**src/rtl/uart_receiver_if.sv**
```systemverilog
// Bundle of the UART receive path: serial line in, received word and status strobes out.
// master is the receiver side, slave is the line driver / downstream consumer.
interface uart_receiver_if #(
    parameter int DATA_BITS = 8
);
    logic                 rx;
    logic [DATA_BITS-1:0] dout;
    logic                 valid;
    logic                 frame_err;
    logic                 parity_err;
    logic                 busy;

    modport master (
        input  rx,
        output dout, valid, frame_err, parity_err, busy
    );

    modport slave (
        output rx,
        input  dout, valid, frame_err, parity_err, busy
    );
endinterface

```
**src/rtl/uart_receiver.sv**
```systemverilog
// UART receiver: 2-flop synchronizer, mid-bit sampling FSM, one-cycle status strobes.
// Optional even-parity bit after the data bits when UART_RX_PARITY_EN is defined.
module uart_receiver #(
    parameter int CLKS_PER_BIT = 16,
    parameter int DATA_BITS    = 8
) (
    input  logic            clk,
    input  logic            rst,
    uart_receiver_if.master bus
);
    localparam int CNT_W = $clog2(CLKS_PER_BIT);
    localparam int BIT_W = $clog2(DATA_BITS);

    localparam logic [CNT_W-1:0] HALF_LAST = CNT_W'(CLKS_PER_BIT / 2 - 1);
    localparam logic [CNT_W-1:0] FULL_LAST = CNT_W'(CLKS_PER_BIT - 1);
    localparam logic [BIT_W-1:0] BIT_LAST  = BIT_W'(DATA_BITS - 1);

    typedef enum logic [2:0] {
        S_IDLE    = 3'd0,
        S_START   = 3'd1,
        S_DATA    = 3'd2,
`ifdef UART_RX_PARITY_EN
        S_PARITY  = 3'd3,
`endif
        S_STOP    = 3'd4,
        S_RECOVER = 3'd5
    } state_e;

    state_e               state_q;
    logic [1:0]           sync_q;
    logic                 rx_s;
    logic [CNT_W-1:0]     clk_cnt_q;
    logic [BIT_W-1:0]     bit_cnt_q;
    logic [DATA_BITS-1:0] shift_q;
    logic [DATA_BITS-1:0] dout_q;
    logic                 valid_q;
    logic                 frame_err_q;
    logic                 busy_q;
`ifdef UART_RX_PARITY_EN
    logic                 par_bad_q;
    logic                 parity_err_q;
`endif

    // Synchronizer resets to the idle line level so reset never looks like a start bit.
    always_ff @(posedge clk or posedge rst) begin
        if (rst) begin
            sync_q <= 2'b11;
        end else begin
            sync_q <= {sync_q[0], bus.rx};
        end
    end

    assign rx_s = sync_q[1];

    // NOTE: every register here uses <= so all of them update from the same pre-edge values.
    always_ff @(posedge clk or posedge rst) begin
        if (rst) begin
            state_q      <= S_IDLE;
            clk_cnt_q    <= '0;
            bit_cnt_q    <= '0;
            shift_q      <= '0;
            dout_q       <= '0;
            valid_q      <= 1'b0;
            frame_err_q  <= 1'b0;
            busy_q       <= 1'b0;
`ifdef UART_RX_PARITY_EN
            par_bad_q    <= 1'b0;
            parity_err_q <= 1'b0;
`endif
        end else begin
            // NOTE: strobes default low each cycle, so any branch that raises one yields a single-cycle pulse.
            valid_q     <= 1'b0;
            frame_err_q <= 1'b0;
`ifdef UART_RX_PARITY_EN
            parity_err_q <= 1'b0;
`endif
            case (state_q)
                S_IDLE: begin
                    busy_q    <= 1'b0;
                    clk_cnt_q <= '0;
                    bit_cnt_q <= '0;
`ifdef UART_RX_PARITY_EN
                    par_bad_q <= 1'b0;
`endif
                    if (!rx_s) begin
                        state_q <= S_START;
                        busy_q  <= 1'b1;
                    end
                end

                S_START: begin
                    if (clk_cnt_q == HALF_LAST) begin
                        clk_cnt_q <= '0;
                        if (!rx_s) begin
                            state_q <= S_DATA;
                        end else begin
                            state_q <= S_IDLE;
                            busy_q  <= 1'b0;
                        end
                    end else begin
                        clk_cnt_q <= clk_cnt_q + 1'b1;
                    end
                end

                S_DATA: begin
                    if (clk_cnt_q == FULL_LAST) begin
                        clk_cnt_q <= '0;
                        shift_q   <= {rx_s, shift_q[DATA_BITS-1:1]};
                        if (bit_cnt_q == BIT_LAST) begin
                            bit_cnt_q <= '0;
`ifdef UART_RX_PARITY_EN
                            state_q   <= S_PARITY;
`else
                            state_q   <= S_STOP;
`endif
                        end else begin
                            bit_cnt_q <= bit_cnt_q + 1'b1;
                        end
                    end else begin
                        clk_cnt_q <= clk_cnt_q + 1'b1;
                    end
                end

`ifdef UART_RX_PARITY_EN
                S_PARITY: begin
                    if (clk_cnt_q == FULL_LAST) begin
                        clk_cnt_q <= '0;
                        par_bad_q <= (^shift_q) ^ rx_s;
                        state_q   <= S_STOP;
                    end else begin
                        clk_cnt_q <= clk_cnt_q + 1'b1;
                    end
                end
`endif

                S_STOP: begin
                    if (clk_cnt_q == FULL_LAST) begin
                        clk_cnt_q <= '0;
                        if (!rx_s) begin
                            frame_err_q <= 1'b1;
                            state_q     <= S_RECOVER;
                        end else begin
                            state_q <= S_IDLE;
                            busy_q  <= 1'b0;
`ifdef UART_RX_PARITY_EN
                            if (par_bad_q) begin
                                parity_err_q <= 1'b1;
                            end else begin
                                dout_q  <= shift_q;
                                valid_q <= 1'b1;
                            end
`else
                            dout_q  <= shift_q;
                            valid_q <= 1'b1;
`endif
                        end
                    end else begin
                        clk_cnt_q <= clk_cnt_q + 1'b1;
                    end
                end

                // Held-low break: stay here until the line returns high.
                S_RECOVER: begin
                    if (rx_s) begin
                        state_q <= S_IDLE;
                        busy_q  <= 1'b0;
                    end
                end

                default: begin
                    state_q <= S_IDLE;
                    busy_q  <= 1'b0;
                end
            endcase
        end
    end

    assign bus.dout      = dout_q;
    assign bus.valid     = valid_q;
    assign bus.frame_err = frame_err_q;
    assign bus.busy      = busy_q;
`ifdef UART_RX_PARITY_EN
    assign bus.parity_err = parity_err_q;
`else
    assign bus.parity_err = 1'b0;
`endif
endmodule
```
**src/flat_wrapper.sv**
```systemverilog
// flat-port wrapper written by rule: the top's interface ports become plain ports
module uart_receiver_flat 
#(
    parameter int CLKS_PER_BIT = 16,
    parameter int DATA_BITS    = 8
)
  (clk, rst, bus_rx, bus_dout, bus_valid, bus_frame_err, bus_parity_err, bus_busy);
  uart_receiver_if #(.DATA_BITS(DATA_BITS)) bus_i ();
  input  logic clk;
  input  logic rst;
  input wire logic [$bits(bus_i.rx)-1:0] bus_rx;
  output wire logic [$bits(bus_i.dout)-1:0] bus_dout;
  output wire logic [$bits(bus_i.valid)-1:0] bus_valid;
  output wire logic [$bits(bus_i.frame_err)-1:0] bus_frame_err;
  output wire logic [$bits(bus_i.parity_err)-1:0] bus_parity_err;
  output wire logic [$bits(bus_i.busy)-1:0] bus_busy;
  assign bus_i.rx = bus_rx;
  assign bus_dout = bus_i.dout;
  assign bus_valid = bus_i.valid;
  assign bus_frame_err = bus_i.frame_err;
  assign bus_parity_err = bus_i.parity_err;
  assign bus_busy = bus_i.busy;
  uart_receiver #(.CLKS_PER_BIT(CLKS_PER_BIT), .DATA_BITS(DATA_BITS)) u_core (.clk(clk), .rst(rst), .bus(bus_i));
endmodule
```
**config.mk**
```make
export PLATFORM = sky130hd
export DESIGN_NAME = uart_receiver_flat
export DESIGN_NICKNAME = d
export VERILOG_FILES = /design/src/rtl/uart_receiver_if.sv /design/src/rtl/uart_receiver.sv /design/src/flat_wrapper.sv
export SDC_FILE = /design/constraint.sdc
export NUM_CORES = 1
export LEC_CHECK = 0
export ABC_AREA = 1
export CORE_MARGIN = 1
export CORE_UTILIZATION = 60
export CTS_BUF_LIST = sky130_fd_sc_hd__clkbuf_4 sky130_fd_sc_hd__clkbuf_8
export CTS_CLUSTER_SIZE = 28
export DETAILED_ROUTE_END_ITERATION = 10
export GPL_ROUTABILITY_DRIVEN = 0
export PLACE_DENSITY = 0.83
export SYNTH_ARGS = -nofsm -noshare
export SYNTH_HDL_FRONTEND = slang
export SYNTH_SLANG_ARGS = --single-unit
```
**constraint.sdc**
```tcl
create_clock -name clk -period 3.1 [get_ports clk]
set_input_delay 0.62 -clock clk [delete_from_list [all_inputs] [get_ports clk]]
set_output_delay 0.62 -clock clk [all_outputs]
set_load 0.005 [all_outputs]
```
# Word-level counts from Yosys, hierarchy flattened
# Cells that the tools add are included.
dict set report totals {
  reg_bits 31
  out_inout_bits 12
}
dict set report op_classes {
  n_addsub 2
  n_eq_ne 13
  muxes 25
  bitwise 1
  n_reduce_logical 9
}
# op count
set ops {}
lappend ops {{two-way mux 3 bit} 9}
lappend ops {{case mux 3 bit (5 select lines)} 1}
lappend ops {{case mux 4 bit (3 select lines)} 1}
lappend ops {{!= test 2 x 1 -> 1 bit, second input constant} 5}
lappend ops {{equality test 3 bit, second input constant} 3}
lappend ops {{two-way mux 1 bit} 9}
lappend ops {{two-way mux 4 bit} 2}
lappend ops {{case mux 3 bit (2 select lines)} 1}
lappend ops {{AND reduction 3 bit} 2}
lappend ops {{AND reduction 6 bit} 1}
lappend ops {{case mux 1 bit (5 select lines)} 1}
lappend ops {{adder 4 x 1 -> 4 bit, second input constant} 1}
lappend ops {{equality test 4 x 3 -> 1 bit, second input constant} 1}
lappend ops {{equality test 4 bit, second input constant} 1}
lappend ops {{AND reduction 2 bit} 2}
lappend ops {{adder 3 x 1 -> 3 bit, second input constant} 1}
lappend ops {{equality test 3 x 1 -> 1 bit, second input constant} 1}
lappend ops {{equality test 3 x 2 -> 1 bit, second input constant} 1}
lappend ops {{logical NOT 3 bit} 1}
lappend ops {{nonzero test 3 bit} 1}
lappend ops {{two-way mux 2 bit} 1}
lappend ops {{!= test 2 bit, second input constant} 1}
lappend ops {{nonzero test 2 bit} 1}
lappend ops {{OR reduction 2 bit} 1}
lappend ops {{NOT 1 bit} 1}

# Longest topological paths before layout
# Gate-level depths: netlist (run 1).
dict set report logic_depth {
  depth_word 4
  mapped_depth 8
  depth_no_buf 8
}

# Least setup slack after synthesis (run 1)
# OpenSTA, ideal clock, no wires.
dict set report synth_timing {
  path_type {reg2reg}
  startpoint {register u_core.bit_cnt_q[0]}
  endpoint {register u_core.state_q[0]}
  arrival_ns 1.227
  t_required_ns 2.979
  slack_ns 1.752
  stages_incl_launch_ff 9
  path_cell_list {dfrtp_1 > ha_1 > ha_1 > inv_1 > nand3_1 > nand3_1 > inv_1 > nand3_1 > nand2_1}
}
dict set report synth_between {
  elab_chain_cells 3
}
# item line
set synth_rtl {}
lappend synth_rtl {{start, declared} uart_receiver.sv:33} ;# logic [BIT_W-1:0] bit_cnt_q;
lappend synth_rtl {{start signal, assigned} uart_receiver.sv:117} ;# bit_cnt_q <= bit_cnt_q + 1'b1;
lappend synth_rtl {{equality test 3 bit} uart_receiver.sv:109} ;# if (bit_cnt_q == BIT_LAST) begin
lappend synth_rtl {{!= test 2 x 1 -> 1 bit (no source line)} --}
lappend synth_rtl {{AND reduction 6 bit (no source line)} --}
lappend synth_rtl {{end signal, assigned} uart_receiver.sv:114} ;# state_q <= S_STOP;
lappend synth_rtl {{end signal, assigned} uart_receiver.sv:141} ;# state_q <= S_RECOVER;
lappend synth_rtl {{end signal, assigned} uart_receiver.sv:143} ;# state_q <= S_IDLE;
lappend synth_rtl {{end, declared} uart_receiver.sv:29} ;# state_e state_q;
# Every way passes these cells.
# A chain may end at the register's enable or synchronous reset.

# Worst setup path after layout (run 1)
dict set report layout_timing {
  startpoint {register u_core.dout_q[3] (netlist: u_core.bus.dout[3])}
  endpoint {output port bus_dout[3]}
}
# item line
set layout_rtl {}
lappend layout_rtl {{start, declared} uart_receiver.sv:35} ;# logic [DATA_BITS-1:0] dout_q;
lappend layout_rtl {{start signal, assigned} uart_receiver.sv:153} ;# dout_q <= shift_q;
lappend layout_rtl {{end, declared} flat_wrapper.sv:12} ;# output wire logic [$bits(bus_i.dout)-1:0] bus_dout;
# No word-level cell between the ends.

==> reports/qor.json, run 1 <==
{
  "total_power": {"value": 1.06, "unit": "mW"},
  "route.vias.total": {"value": 1095},
  "timing.critical_path.max_delay_family": {"value": "buffers and inverters"},
  "hp-class": {"value": "flip-flop to flip-flop"},
  "cp_max_fo": {"value": 2},
  "holdWs": {"value": 0.362, "unit": "ns"},
  "cts-buffers-inserted": {"value": 5},
  "share_of_post_route_cells_with_drive_strength_above_1": {"value": 0.214},
  "slew-limit-headroom": {"value": 0.468},
  "path_cells": {"value": "clkdlybuf4s50_1"},
  "antenna_found_initial": {"value": 0},
  "boundaryPins": {"value": 15},
  "dominant_combinational_cell_family_by_area_after_synthesis": {"value": "simple AND/OR/NAND/NOR gates"},
  "synth.distinct_cells": {"value": 24},
  "design_area": {"value": 1700, "unit": "um^2"},
  "cp_slowest_stage_delay": {"value": 0.51, "unit": "ns"},
  "core_region_area": {"value": 2300, "unit": "um^2"},
  "route.final.wire_length": {"value": 2500, "unit": "um"},
  "synth-compound-area-share": {"value": 0.108},
  "drt_iter0_markers": {"value": 22},
  "clock_sinks": {"value": 31},
  "area_growth": {"value": 12.7, "unit": "%"},
  "drt-wirelength-per-cell": {"value": 11.9, "unit": "um"},
  "place.port_buffers": {"value": 13},
  "clkTransAtPathRegs": {"value": 0.10, "unit": "ns"},
  "overflow": {"value": 0},
  "critical_path.startpoint_type": {"value": "flip-flop"},
  "cts_resized": {"value": 0},
  "synthDominantCellAreaShare": {"value": 0.480},
  "synthDominantAreaCellType": {"value": "dfrtp_1"},
  "finish.net_count": {"value": 187},
  "post_route_fraction_of_the_period_consumed_by_the_critical_path": {"value": 0.589},
  "final_hold_viol_count": {"value": 0},
  "status": {"value": "finished, final reports clean"},
  "achievable-frequency": {"value": 548, "unit": "MHz"},
  "end_kind": {"value": "primary output"},
  "rsz0062_at_grt": {"value": "false"},
  "firstDrtPassIters": {"value": 6},
  "setup_buffers_after_cts": {"value": 0},
  "synth_area_per_inst": {"value": 9.22, "unit": "um^2"},
  "worst_ep_arrival_time": {"value": 1.21, "unit": "ns"},
  "timing_max_transition_violations_final": {"value": 0},
  "adder_cell_fraction_of_synth_area": {"value": 0.0248},
  "regArea": {"value": 778, "unit": "um^2"},
  "clock_latency": {"value": 0.33, "unit": "ns"},
  "global_route.usage.total": {"value": 0.239},
  "floorplan.initialDensity": {"value": 0.658},
  "floorplan.die.width": {"value": 52.2, "unit": "um"},
  "timing.clock.skew": {"value": 0.00406, "unit": "ns"},
  "drc_errors": {"value": 0},
  "setup_viol_count_final": {"value": 0},
  "grt_first_pass_wirelength": {"value": 4550, "unit": "um"},
  "p_leak": {"value": 0.833, "unit": "nW"},
  "ys_seq_area_frac": {"value": 0.515},
  "post_synth_inst_count": {"value": 164},
  "timing_worst_slew_pin_value": {"value": 0.797, "unit": "ns"},
  "fill_cells": {"value": 168},
  "number_of_vias_per_cell_after_detailed_routing": {"value": 5.21},
  "placementRows": {"value": 17},
  "ys_warn_count": {"value": 0},
  "critPathKind": {"value": "flip-flop to primary output"},
  "dpl-instance-area": {"value": 1650, "unit": "um^2"},
  "standard_cell_with_the_maximum_stage_delay_on_the_critical_path": {"value": "clkdlybuf4s50_1"},
  "synth_nets": {"value": 170},
  "power_density": {"value": 623, "unit": "nW/um^2"},
  "die_h": {"value": 52.2, "unit": "um"},
  "synth_area_leaders": {"value": "dfrtp_1 48%, nand2_1 8.9%, o21ai_2 6.4%"},
  "synth_xor_xnor_area_share": {"value": 0.0116},
  "synth.area.mux_share": {"value": 0},
  "drv.max_cap_violation_count": {"value": 0},
  "cp_data_required_time": {"value": 2.48, "unit": "ns"},
  "postLayoutCoreUtil": {"value": 0.742},
  "largest_vdd_supply_drop": {"value": 0.467, "unit": "mV"},
  "final_period_minus_worst_setup_slack": {"value": 1.83, "unit": "ns"},
  "multi_input_area": {"value": 606, "unit": "um^2"},
  "synth.ff_latch_count": {"value": 31},
  "die_area": {"value": 2720, "unit": "um^2"},
  "cts_root_buf": {"value": "clkbuf_4"},
  "yosys.area_share.simple": {"value": 0.253},
  "drtAntennaViolNets": {"value": 0},
  "place_hpwl": {"value": 1820, "unit": "um"},
  "first_global_vias": {"value": 1062},
  "setup_total_negative_slack": {"value": 0, "unit": "ns"},
  "htree_num_levels": {"value": 2},
  "holdBufCountCts": {"value": 0},
  "insertedDiodeCount": {"value": 0},
  "clock_tree_from_tritoncts": {"value": "done"},
  "synthesis.area": {"value": 1510, "unit": "um^2"},
  "clock_tree.buffer_depth": {"value": 2},
  "critPathBufInv": {"value": 1},
  "grt_start_max_net_pins": {"value": 32}
}
[worst register-to-register path, cell delays in order (launching register included)]
cell and delay [ns]:
dfrtp_1 0.49, nor2_2 0.23, nand2_2 0.13, nor2_2 0.63
nand3_1 0.15, nand2_1 0.11
[per-stage QoR]
stage	instances	setup slack, ns
final	210	1.27
after global routing	210	1.03
after CTS	210	1.27
after detailed placement	202	1.26
after global placement	202	1.36
after floorplan	164	1.75
[final timing paths]
kind / cells past startpoint / slack [ns] / to / startpoint
setup / recovery: 1 / 1.27 / bus_dout[3] / u_core.bus.dout[3]
hold reg to reg: 0 / 0.36 / u_core.sync_q[1] / u_core.sync_q[0]
hold / removal: 0 / 0.36 / u_core.sync_q[1] / u_core.sync_q[0]
min in group asynchronous: 3 / 0.65 / u_core.bus.valid / rst
max in group asynchronous: 3 / 2.13 / u_core.sync_q[0] / rst
setup reg to reg: 5 / 1.29 / u_core.bit_cnt_q[1] / u_core.state_q[2]
[registers in the layout, summed over array words and instances (netlist names)]
register,count
u_core.clk_cnt_q,4
u_core.state_q,3
u_core.bus.frame_err,1
u_core.shift_q,8
u_core.bit_cnt_q,3
u_core.bus.dout,8
u_core.bus.valid,1
u_core.sync_q,2
u_core.bus.busy,1
[layer usage]
| layer | vias up | track usage | routed length (um) |
|---|---|---|---|
| met2 | 33 | 0.387 | 1190 |
| met1 | 502 | 0.297 | 1140 |
| met4 | 0 | 0.0921 | 45 |
| met3 | 6 | 0.0783 | 132 |
| li1 | 554 | - | - |
| met5 | - | 0 | 0 |
[logic make-up (layout without fill, tap and decap cells)]
logic type                 after synthesis  after routing
and+or+nand+nor                         75             75
buffers and inverters                   28             46
adders and majority gates                3              3
AOI/OAI and AO/OA                       24             24
other                                    1              1
DFF                                     31             31
xor gates and xnor gates                 2              2
[where the power goes]
part	switching [mW]	internal (mW)	leakage, nW	total (mW)
sequential	0.0451	0.440	0.420	0.485
combinational	0.216	0.127	0.381	0.342
clock	0.139	0.0961	0.0317	0.235
[cells in the mapped netlist, drive strengths merged]
cell    count
o21bai      1
nand3      17
inv        24
buf         4
dfstp       2
nand4       2
xor2        1
xnor2       1
and2        1
dfrtp      29
o21ai      22
a21oi       1
ha          3
conb        1
nand2      42
nor2       13
[area by class of cell]
cell class                      count  area share
Timing Repair Buffer               14      0.0808
Inverter                           24      0.0529
Sequential cell                    31       0.457
Tap cell                           28      0.0206
Multi-Input combinational cell    105       0.355
Clock inverter                      2     0.00734
Clock buffer                        6      0.0264
[cell usage in the layout (no fill, tap or decap)]
cell             synthesis  final
o21ai_2                 11     11
xnor2_1                  1      1
xor2_1                   1      1
ha_1                     3      3
conb_1                   1      1
nor2_2                   4      4
dfstp_2                  2      2
clkdlybuf4s50_1          0     13
and2_1                   1      1
a21oi_1                  1      1
nor2_4                   4      4
inv_2                    2      2
nand2_2                  5      5
clkinvlp_4               0      1
nor2_1                   5      5
dfrtp_1                 29     29
nand2_1                 36     36
clkbuf_4                 0      6
inv_1                   22     22
o21ai_0                 11     11
nand2_4                  1      1
nand3_1                 16     16
nand3_4                  1      1
clkinv_2                 0      1
nand4_1                  2      2
o21bai_1                 1      1
buf_4                    2      1
(Power assumes the default switching activity.)
==> run 2, diff against run 1 <==
- CORE_UTILIZATION: 60 -> 58
- PLACE_DENSITY: 0.83 -> 0.81
- clock period: 3.1 -> 1.7 ns (I/O delays scaled with it)
==> reports/qor.json, run 2 (synthesized netlist as in run 1, its figures left out) <==
{
  "status": {"value": "finished, final reports clean"},
  "timing.critical_path.max_delay_family": {"value": "buffers and inverters"},
  "finish.net_count": {"value": 190, "change": "+1.6%"},
  "grt_first_pass_wirelength": {"value": 4710, "unit": "um", "change": "+3.3%"},
  "die_h": {"value": 53.1, "unit": "um", "change": "+1.6%"},
  "share_of_post_route_cells_with_drive_strength_above_1": {"value": 0.227, "change": "+0.0127"},
  "rsz0062_at_grt": {"value": "false"},
  "wl_met2": {"value": 1400, "unit": "um", "change": "+17%"},
  "p_leak": {"value": 0.847, "unit": "nW", "change": "+1.6%"},
  "top_layer_used": {"value": "met4"},
  "cp_data_required_time": {"value": 1.36, "unit": "ns", "change": "-1.12 ns"},
  "seqPwrFrac": {"value": 0.453, "change": "-0.003"},
  "cts-buffers-inserted": {"value": 5, "change": "unchanged"},
  "setup_buffers_after_cts": {"value": 0, "change": "unchanged"},
  "holdWs": {"value": 0.288, "unit": "ns", "change": "-0.0740 ns"},
  "worst-r2r-setup-slack": {"value": 0.18, "unit": "ns", "change": "-1.11 ns"},
  "clock_tree.buffer_depth": {"value": 2, "change": "unchanged"},
  "clock_sinks": {"value": 31, "change": "unchanged"},
  "routedLengthMet1": {"value": 1140, "unit": "um", "change": "unchanged"},
  "placementRows": {"value": 18, "change": "+1"},
  "setup_total_negative_slack": {"value": 0, "unit": "ns", "change": "unchanged"},
  "switching_share": {"value": 0.390, "change": "+0.0139"},
  "floorplan.die.width": {"value": 53.1, "unit": "um", "change": "+1.6%"},
  "global_route.usage.total": {"value": 0.247, "change": "+0.00775"},
  "place_hpwl": {"value": 2090, "unit": "um", "change": "+14%"},
  "place.port_buffers": {"value": 13, "change": "unchanged"},
  "clock_latency": {"value": 0.34, "unit": "ns", "change": "about the same"},
  "final_period_minus_worst_setup_slack": {"value": 1.57, "unit": "ns"},
  "holdBufCountCts": {"value": 0, "change": "unchanged"},
  "final_hold_viol_count": {"value": 0, "change": "unchanged"},
  "power_density": {"value": 1120, "unit": "nW/um^2", "change": "+80%"},
  "comb_power_share": {"value": 0.329, "change": "+0.007"},
  "setup_viol_count_final": {"value": 0, "change": "unchanged"},
  "drc_errors": {"value": 0, "change": "unchanged"},
  "drv.max_cap_violation_count": {"value": 0, "change": "unchanged"},
  "p_int": {"value": 1.19, "unit": "mW", "change": "+80%"},
  "area_growth": {"value": 15.2, "unit": "%"},
  "timing.clock.skew": {"value": 0.0147, "unit": "ns", "change": "+0.0107 ns"},
  "die_area": {"value": 2810, "unit": "um^2", "change": "+3.3%"},
  "p_switching": {"value": 0.764, "unit": "mW", "change": "+91%"},
  "clock_tree_from_tritoncts": {"value": "done"},
  "insertedDiodeCount": {"value": 0, "change": "unchanged"},
  "rr_endpoint": {"value": "u_core.bus.dout[2]"},
  "worst-r2r-cell-count": {"value": 6, "change": "+1"},
  "cp_slowest_stage_delay": {"value": 0.52, "unit": "ns", "change": "about the same"},
  "route.final.wire_length": {"value": 2810, "unit": "um", "change": "+12%"},
  "path_cells": {"value": "clkdlybuf4s50_1"},
  "critPathBufInv": {"value": 1, "change": "unchanged"},
  "htree_num_levels": {"value": 2, "change": "unchanged"},
  "overflow": {"value": 0, "change": "unchanged"},
  "regArea": {"value": 778, "unit": "um^2", "change": "unchanged"},
  "dp_slack": {"value": 0.207, "unit": "ns", "change": "-1.06 ns"},
  "cts_root_buf": {"value": "clkbuf_4"},
  "standard_cell_with_the_maximum_stage_delay_on_the_critical_path": {"value": "clkdlybuf4s50_1"},
  "critPathKind": {"value": "flip-flop to primary output"},
  "cts_resized": {"value": 0, "change": "unchanged"},
  "core_region_area": {"value": 2480, "unit": "um^2", "change": "+7.8%"},
  "routed-wl-met3": {"value": 188, "unit": "um", "change": "+42%"},
  "route.vias.total": {"value": 1151, "change": "+5.1%"},
  "number_of_vias_per_cell_after_detailed_routing": {"value": 5.35, "change": "+2.7%"},
  "cp_max_fo": {"value": 2, "change": "unchanged"},
  "layout_common_cells": {"value": "36 x nand2_1, 29 x dfrtp_1, 22 x inv_1"},
  "drtAntennaViolNets": {"value": 0, "change": "unchanged"},
  "multi_input_area": {"value": 606, "unit": "um^2", "change": "unchanged"},
  "share_clk_of_total_power": {"value": 0.218, "change": "-0.003"},
  "mostFrequentLayoutCell": {"value": "nand2_1"},
  "timing_max_transition_violations_final": {"value": 0, "change": "unchanged"},
  "post_route_fraction_of_the_period_consumed_by_the_critical_path": {"value": 0.922},
  "hp-class": {"value": "input pin to asynchronous set/reset pin"},
  "drt-wirelength-per-cell": {"value": 13.1, "unit": "um", "change": "+9.7%"},
  "first_global_vias": {"value": 1102, "change": "+3.8%"},
  "worst_ep_arrival_time": {"value": 1.23, "unit": "ns", "change": "+0.02 ns"},
  "achievable-frequency": {"value": 638, "unit": "MHz"},
  "drt_iter0_markers": {"value": 45, "change": "+100%"},
  "clkTransAtPathRegs": {"value": 0.11, "unit": "ns", "change": "about the same"},
  "floorplan.initialDensity": {"value": 0.610, "change": "-0.0479"},
  "critical_path.startpoint_type": {"value": "flip-flop"},
  "largest_vdd_supply_drop": {"value": 0.978, "unit": "mV", "change": "+110%"},
  "reg2reg_from": {"value": "u_core.clk_cnt_q[0]"},
  "final.setup.worst_slack": {"value": 0.133, "unit": "ns", "change": "-1.14 ns"},
  "grt_start_max_net_pins": {"value": 21, "change": "-34%"},
  "firstDrtPassIters": {"value": 5, "change": "-1"},
  "antenna_found_initial": {"value": 0, "change": "unchanged"},
  "fill_cells": {"value": 201, "change": "+20%"},
  "boundaryPins": {"value": 15, "change": "unchanged"},
  "end_kind": {"value": "primary output"}
}
## run 2: worst reg2reg max path: stages (launching register included)
cell and delay (ns):
dfrtp_1 0.38, ha_1 0.23, nand3_1 0.21, inv_1 0.16, nand3_4 0.22, nand2_1 0.17, o21ai_2 0.07
## run 2: cell type report
cell class / count / area share
Clock buffer: 5 / 0.0216
Clock inverter: 3 / 0.0115
Inverter: 24 / 0.0517
Multi-Input combinational cell: 105 / 0.348
Sequential cell: 31 / 0.447
Tap cell: 30 / 0.0216
Timing Repair Buffer: 17 / 0.0991
## run 2: power by group through the flow
stage / Clock [mW] / Sequential (mW) / Combinational, mW
floorplan: 0 / 0.882 / 0.499
global placement: 0 / 0.892 / 0.610
finish: 0.428 / 0.886 / 0.644
CTS: 0.442 / 0.882 / 0.641
detailed placement: 0 / 0.895 / 0.633
global route: 0.467 / 0.891 / 0.721
## run 2: per-stage QoR
step	instances	area [um^2]	power [mW]	util
final	215	1740	1.96	0.703
after global routing	215	1740	2.08	0.703
after CTS	215	1740	1.96	0.703
after detailed placement	207	1680	1.53	0.680
after global placement	207	1680	1.50	0.680
after floorplan	164	1510	1.38	-
## run 2: how the worst max path moves through the flow
stage	startpoint	to	slack (ns)	cells past startpoint
final	u_core.bus.dout[6]	bus_dout[6]	0.13	1
after global routing	u_core.bit_cnt_q[0]	u_core.state_q[0]	0.06	8
after CTS	u_core.bus.dout[6]	bus_dout[6]	0.11	1
after detailed placement	u_core.clk_cnt_q[0]	u_core.bus.dout[2]	0.21	6
after global placement	u_core.bit_cnt_q[0]	u_core.state_q[0]	0.26	8
after floorplan	u_core.bit_cnt_q[0]	u_core.state_q[0]	0.35	8
## run 2: per-layer routing
metal,vias to the layer above,GRT usage
li1,555,-
met1,528,0.275
met2,56,0.405
met3,12,0.0920
met4,0,0.132
met5,-,0
